<file path="src/rtl/need_level_regulator.sv">
// Nourishment level regulator: owns an internal saturating level, tick-driven
// rate prescaler and a four-state behaviour FSM (awake, asleep, eating, digest).
module need_level_regulator #(
   parameter int unsigned LEVEL_W      = 8,
   parameter int unsigned LEVEL_INIT   = 2**(LEVEL_W-1),
   parameter int unsigned SLOW_DIV     = 16,
   parameter int unsigned FAST_DIV     = 4,
   parameter int unsigned MEAL_SET     = 2**(LEVEL_W-1),
   parameter int unsigned DIGEST_TICKS = 8
) (
   input  logic               clk,
   input  logic               rst_n,
   input  logic               tick,
   input  logic [7:0]         action,
   output logic [LEVEL_W-1:0] level,
   output logic [1:0]         level_q,
   output logic               hungry,
   output logic               sated,
   output logic               meal_start,
   output logic [1:0]         state
);

   localparam int unsigned PRE_W = (SLOW_DIV > 1) ? $clog2(SLOW_DIV) : 1;
   localparam int unsigned DIG_W = $clog2(DIGEST_TICKS + 1);

   localparam logic [LEVEL_W-1:0] LEVEL_MAX = '1;
   localparam logic [LEVEL_W-1:0] LEVEL_RST = LEVEL_W'(LEVEL_INIT);
   localparam logic [LEVEL_W-1:0] MEAL_LVL  = LEVEL_W'(MEAL_SET);
   localparam logic [PRE_W-1:0]   SLOW_LAST = PRE_W'(SLOW_DIV - 1);
   localparam logic [PRE_W-1:0]   FAST_LAST = PRE_W'(FAST_DIV - 1);
   localparam logic [DIG_W-1:0]   DIG_LOAD  = DIG_W'(DIGEST_TICKS);

   typedef enum logic [1:0] {
      ST_AWAKE  = 2'b00,
      ST_ASLEEP = 2'b01,
      ST_EATING = 2'b10,
      ST_DIGEST = 2'b11
   } state_t;

   state_t             state_r, state_nx;
   logic [LEVEL_W-1:0] lvl_r, lvl_nx;
   logic [PRE_W-1:0]   pre_r, pre_nx;
   logic [DIG_W-1:0]   dig_r, dig_nx;
   logic               meal_r, meal_nx;
   logic [PRE_W-1:0]   pre_last;
   logic               sleep, eat;
   logic               action_unused;

   assign sleep         = action[0];
   assign eat           = action[1];
   assign action_unused = ^action[7:2];

   // Register stage for FSM state and datapath
   always_ff @(posedge clk or negedge rst_n) begin
      if (!rst_n) begin
         state_r <= ST_AWAKE;
         lvl_r   <= LEVEL_RST;
         pre_r   <= '0;
         dig_r   <= '0;
         meal_r  <= 1'b0;
      end else begin
         state_r <= state_nx;
         lvl_r   <= lvl_nx;
         pre_r   <= pre_nx;
         dig_r   <= dig_nx;
         meal_r  <= meal_nx;
      end
   end

   assign pre_last = (state_r == ST_ASLEEP) ? SLOW_LAST : FAST_LAST;

   // Next state, then either entry actions or a tick-driven step (never both)
   always_comb begin
      state_nx = state_r;
      lvl_nx   = lvl_r;
      pre_nx   = pre_r;
      dig_nx   = dig_r;
      meal_nx  = 1'b0;

      if (sleep) begin
         state_nx = ST_ASLEEP;
      end else if (eat) begin
         state_nx = ST_EATING;
      end else begin
         case (state_r)
            ST_EATING: state_nx = ST_DIGEST;
            ST_ASLEEP: state_nx = ST_AWAKE;
            ST_DIGEST: if (dig_r == '0) state_nx = ST_AWAKE;
            default:   state_nx = state_r;
         endcase
      end

      if (state_nx != state_r) begin
         pre_nx = '0;
         if (state_nx == ST_EATING) begin
            meal_nx = 1'b1;
            if (lvl_r < MEAL_LVL) lvl_nx = MEAL_LVL;
         end
         if (state_nx == ST_DIGEST) dig_nx = DIG_LOAD;
      end else if (tick) begin
         if (state_r == ST_DIGEST) begin
            if (dig_r != '0) dig_nx = dig_r - DIG_W'(1);
         end else if (pre_r == pre_last) begin
            pre_nx = '0;
            if (state_r == ST_EATING) begin
               if (lvl_r != LEVEL_MAX) lvl_nx = lvl_r + LEVEL_W'(1);
            end else if (lvl_r != '0) begin
               lvl_nx = lvl_r - LEVEL_W'(1);
            end
         end else begin
            pre_nx = pre_r + PRE_W'(1);
         end
      end
   end

   assign level      = lvl_r;
   assign state      = state_r;
   assign meal_start = meal_r;
   assign level_q    = lvl_r[LEVEL_W-1:LEVEL_W-2];
   assign hungry     = (lvl_r[LEVEL_W-1:LEVEL_W-2] == 2'b00);
   assign sated      = &lvl_r;

endmodule
</file>
<file path="config.mk">
export PLATFORM = sky130hd
export DESIGN_NAME = need_level_regulator
export DESIGN_NICKNAME = d
export VERILOG_FILES = /design/src/rtl/need_level_regulator.sv
export SDC_FILE = /design/constraint.sdc
export NUM_CORES = 1
export LEC_CHECK = 0
export BUFFER_PORTS_ARGS = -buffer_cell sky130_fd_sc_hd__buf_2
export CAP_MARGIN = 10
export CORE_ASPECT_RATIO = 1.25
export CORE_UTILIZATION = 40
export CTS_CLUSTER_DIAMETER = 150
export DETAILED_ROUTE_END_ITERATION = 10
export GPL_TIMING_DRIVEN = 0
export PLACE_DENSITY_LB_ADDON = 0.12
export SLEW_MARGIN = 30
export SYNTH_ARGS = -nofsm -noshare
export SYNTH_HDL_FRONTEND = slang
export SYNTH_SLANG_ARGS = --single-unit
</file>
<file path="constraint.sdc">
create_clock -name clk -period 2.6 [get_ports clk]
set_input_delay 0.39 -clock clk [delete_from_list [all_inputs] [get_ports clk]]
set_output_delay 0.39 -clock clk [all_outputs]
set_load 0.005 [all_outputs]
</file>
Word level (Yosys, flattened, before mapping)
Cells that the tools add are included.

Flip-flop bits (word level): 19. Output and inout port bits: 15. Word-level logic and storage cells: 61.

$add $sub $neg: 4. Magnitude comparators: 1. Eq/ne operators: 13. Multiplexer cells: 25. Reduce and logical (&&, ||, !) cells: 13.

Operators by type and width (count): 2-to-1 mux 8 bit (9); 2-to-1 mux 4 bit (10); adder 8 x 1 -> 8 bit, second input constant (1); equality test 2 bit, second input constant (4); < comparator 8 bit, second input constant (1); != test 8 bit, second input constant (1); AND reduction 8 bit (1); nonzero test 2 bit (4); nonzero test 8 bit (1); subtractor 8 x 1 -> 8 bit, second input constant (1); AND reduction 7 bit (1); 2-to-1 mux 2 bit (3); != test 2 x 1 -> 1 bit, second input constant (3); case mux 2 bit (3 select lines) (1); adder 4 x 1 -> 4 bit, second input constant (1); equality test 4 bit (1); zero test 4 bit (1); AND reduction 4 bit (1); nonzero test 4 bit (1); subtractor 4 x 1 -> 4 bit, second input constant (1); != test 3 x 2 -> 1 bit, second input constant (1); nonzero test 3 bit (1); equality test 2 x 1 -> 1 bit, second input constant (1); zero test 2 bit (1); other kinds (4) (5).

Longest topological paths before layout
Depth after elaboration: 8. Depth in mapped cells: 9. Gate-level depth less buffers: 9.

Least setup slack after synthesis
OpenSTA, ideal clock, no wires.

Path type: register to register. Start: register state_r[1], in the netlist state[1]. End: register lvl_r[7], in the netlist level[7]. Arrival time: 2356 ps. Path slack: 171 ps. Stages on the path, launching flop included: 10. Cell sequence: dfrtp_1 nor2b_1 inv_1 ha_1 a21oi_1 o211ai_1 o41ai_1 xnor2_1 a211o_2 a21oi_1.

Cells in the longest elaborated chain, start to end: 7. Elaborated cells on any way between the ends: 24. Classes of those cells: eq/ne (10); mux (10); reduce/logical (4).

RTL lines: start: declaration (RTL line 40) `state_t state_r, state_nx;`; start signal: assignment (RTL line 62) `state_r <= state_nx;`; equality test 2 bit, or another cell as far along (RTL line 85, 101); case mux 2 bit (3 select lines) (RTL line 85) `case (state_r)`; 2-to-1 mux 2 bit (RTL line 82) `end else if (eat) begin`; 2-to-1 mux 2 bit (RTL line 80) `if (sleep) begin`; != test 2 bit / equality test 2 bit (equally long branches) (RTL line 93, 95); != test 3 x 2 -> 1 bit (no line), or another cell as far along; AND reduction 7 bit (no line); end signal: assignment (RTL line 63) `lvl_r <= lvl_nx;`; end: declaration (RTL line 41) `logic [LEVEL_W-1:0] lvl_r, lvl_nx;`.

Parallel ways exist; a longest one is shown, timed or not. The select of a mux whose other input is x is not followed. A chain may end at the register's enable or synchronous reset.

Final worst setup path
Start: register state_r[0], in the netlist state[0]. End: register lvl_r[6], in the netlist level[6].

The elaborated chain is that of the path after synthesis.

==> metrics.yaml <==
ys_ff_latch: 19
setup-violations-final: 0
synth_fp_nets: 170
yosysTopAreaCell: "dfrtp_1"
viasPerCell: 5.66
dpl.hpwl_mm: 2.32
synthAdderAreaFrac_pct: 9.77
port-buffer-count: 18
synth_area_leaders: "dfrtp_1, ha_1, xnor2_1"
ant_nets: 0
ff2ff_setup_slack_ns: 0.06
vias: 1223
synth_xor_area_share_pct: 5.16
cp.required_ns: 2.75
finalMaxSlewViolations: 0
grt_pass1_vias: 1203
avgSynthCellArea_um2: 9.11
gp_congestion: 0.759
fin_ws_ns: 0.0584
critPathLaunch: "state[0]$_DFF_PN0_"
pre_cts_ws_ns: -0.274
grt_max_degree: 20
ys.flop_type: "dfrtp_1"
cts_root_buffer: "clkbuf_8"
swShare_pct: 40.6
ys_seq_area_share_pct: 35.1
row_count: 23
rsz0062_at_grt: "yes"
synth_top_area_share_pct: 33.2
finalClockSkew_ns: 0.00216
cts.sinks: 19
synth-simple-area-share_pct: 21.0
p_int_uw: 988
synth-compound-area-share_pct: 22.0
grt-ovfl-total: 0
clk_latency_ns: 0.25
fin_setup_tns_ns: 0
status: "finished clean"
final_util_pct: 52.1
wirelength_mm: 3.14
hp-class: "input port to async pin"
power.switching_uw: 676
end_kind: "flop"
ctsHtreeMaxLevel: 1
cts_tree: "yes"
reg2reg_from: "state[0]$_DFF_PN0_"
mostFrequentLayoutCell: "buf_2"
drive_gt1_share_pct: 32.4
ios: 26
grtUsageTotal_pct: 20.0
synth_top_family_by_area: "compound AO/OA/AOI/OAI gates"
area_growth_pct: 23.6
core_um2: 3220
first_pass_iters: 4
max-cap-violations: 0
fin_crit_sh_pct: 97.8
grt_pass1_wl_mm: 5.23
netlist_area_um2: 1360
worst_slew_pin_slew_ns: 0.487
power.leakage_uw: 0.000746
synth_warnings: 0
combPwrFrac_pct: 54.7
synth.area.mux_share_pct: 1.57
fin_crit_ns: 2.54
crit_arrival_ns: 2.69
synthDistinctLibCells: 51
relSlewSlack_pct: 67.4
postSynthCellCount: 149
p_per_area_nw_per_um2: 992
nNetsFinal: 201
antenna_found_initial: 0
layout_common_cells: "buf_2, dfrtp_1, nand2_1, nor2_1, o21ai_0"
fp.dieH_um: 67.1
fmax_mhz: 393
start_util_pct: 42.1
synth_edf_count: 0
die_w_um: 54.1
wl_per_cell_um: 14.5
clk_pin_slew_ns: 0.07
worst_setup_path_start_kind: "flop"
crit_fanout: 8
die_area_um2: 3630
total_power_uw: 1660
diodes: 0
cts_buffers: 3
clockBufferDepth: 2
drtIter0Drc: 19
crit_type: "flop to flop"
clock_power_share_pct: 12.4
async_flop_share_pct: 100
finalHoldViolCount: 0
pwr-share-seq_pct: 32.8
drc: 0
ir_worst_vdd_v: 0.000587
final cells by class:
type / instances / area (µm²)
sequential: 19 / 479
inverter: 9 / 37.5
tap: 37 / 46.3
multi-input combinational: 115 / 873
buffer: 6 / 38.8
timing repair buffer: 26 / 158
fill: 318 / 1550
clock buffer: 4 / 45.0
per-stage QoR:
stage / area (µm²) / std cells / hold WS (ns)
global placement: 1490 / 204 / 0.353
finish: 1680 / 216 / 0.0704
CTS: 1550 / 208 / 0.0827
detailed placement: 1490 / 204 / 0.360
global route: 1680 / 216 / 0.0908
floorplan: 1360 / 149 / 0.0944
cells in the mapped netlist, drive strengths merged, types with 2 or more instances:
library cell  count
inv               9
or2               4
o21ai            10
nor3              4
a22oi             2
a21oi             5
a211oi            2
a31o              2
dfrtp            18
nor2b             2
nor4              2
a21o              4
nand4             2
xnor2             6
o21bai            2
ha                9
nor2             11
nand3             8
nand2            12
o41ai             5
xor2              2
o21a              2
nand2b            4
buf               5
power by group through the flow:
| stage | clock network, µW | logic, µW | registers (µW) |
|---|---|---|---|
| floorplan | 0 | 629 | 513 |
| global route | 237 | 1030 | 571 |
| CTS | 214 | 858 | 536 |
| detailed placement | 0 | 837 | 540 |
| global placement | 0 | 805 | 535 |
| finish | 207 | 911 | 546 |
flip-flops by register name, indices dropped and copies added (netlist names):
register	count
level	8
dig_r	4
pre_r	4
state	2
meal_start	1
cell families (layout without fill, tap and decap cells):
group,Yosys count,after routing
buf+inv,15,45
flops,19,19
xor+xnor,8,8
simple gates,55,55
compound gates,40,40
mux,2,2
fa+ha+maj,10,10
per-layer routing:
metal  global-route usage (%)  up-vias  wire, µm
met3                     3.15        5       120
met5                        0        -         0
li1                         -      597         -
met1                     23.0      595      1290
met4                     7.69        0        48
met2                     36.1       26      1680
critical path, stage by stage, from the launching register on:
cell	delay, ns
dfrtp_2	0.46
nor2b_4	0.18
clkinvlp_4	0.22
buf_4	0.20
fa_2	0.34
a21o_1	0.16
a21o_1	0.19
a21o_1	0.19
a21oi_1	0.17
xnor2_1	0.09
a31o_2	0.24
path summary, 6_finish.rpt:
check,to,cells past startpoint
max,level[6]$_DFFE_PN0P_,10
min,dig_r[3]$_DFFE_PN0P_,1
max reg2reg,level[6]$_DFFE_PN0P_,10
min reg2reg,pre_r[3]$_DFFE_PN0P_,1
max in group asynchronous,level[7]$_DFFE_PN1P_,1
min in group clk,state[0]$_DFF_PN0_,2
repair_timing:
item                       in CTS  in global routing
resized for setup               3                 12
setup buffers                   0                  8
pin swaps                       0                  5
hold buffers                    0                  0
setup endpoints to repair       2                  2
No activity file was read; power rests on OpenSTA's default activity.
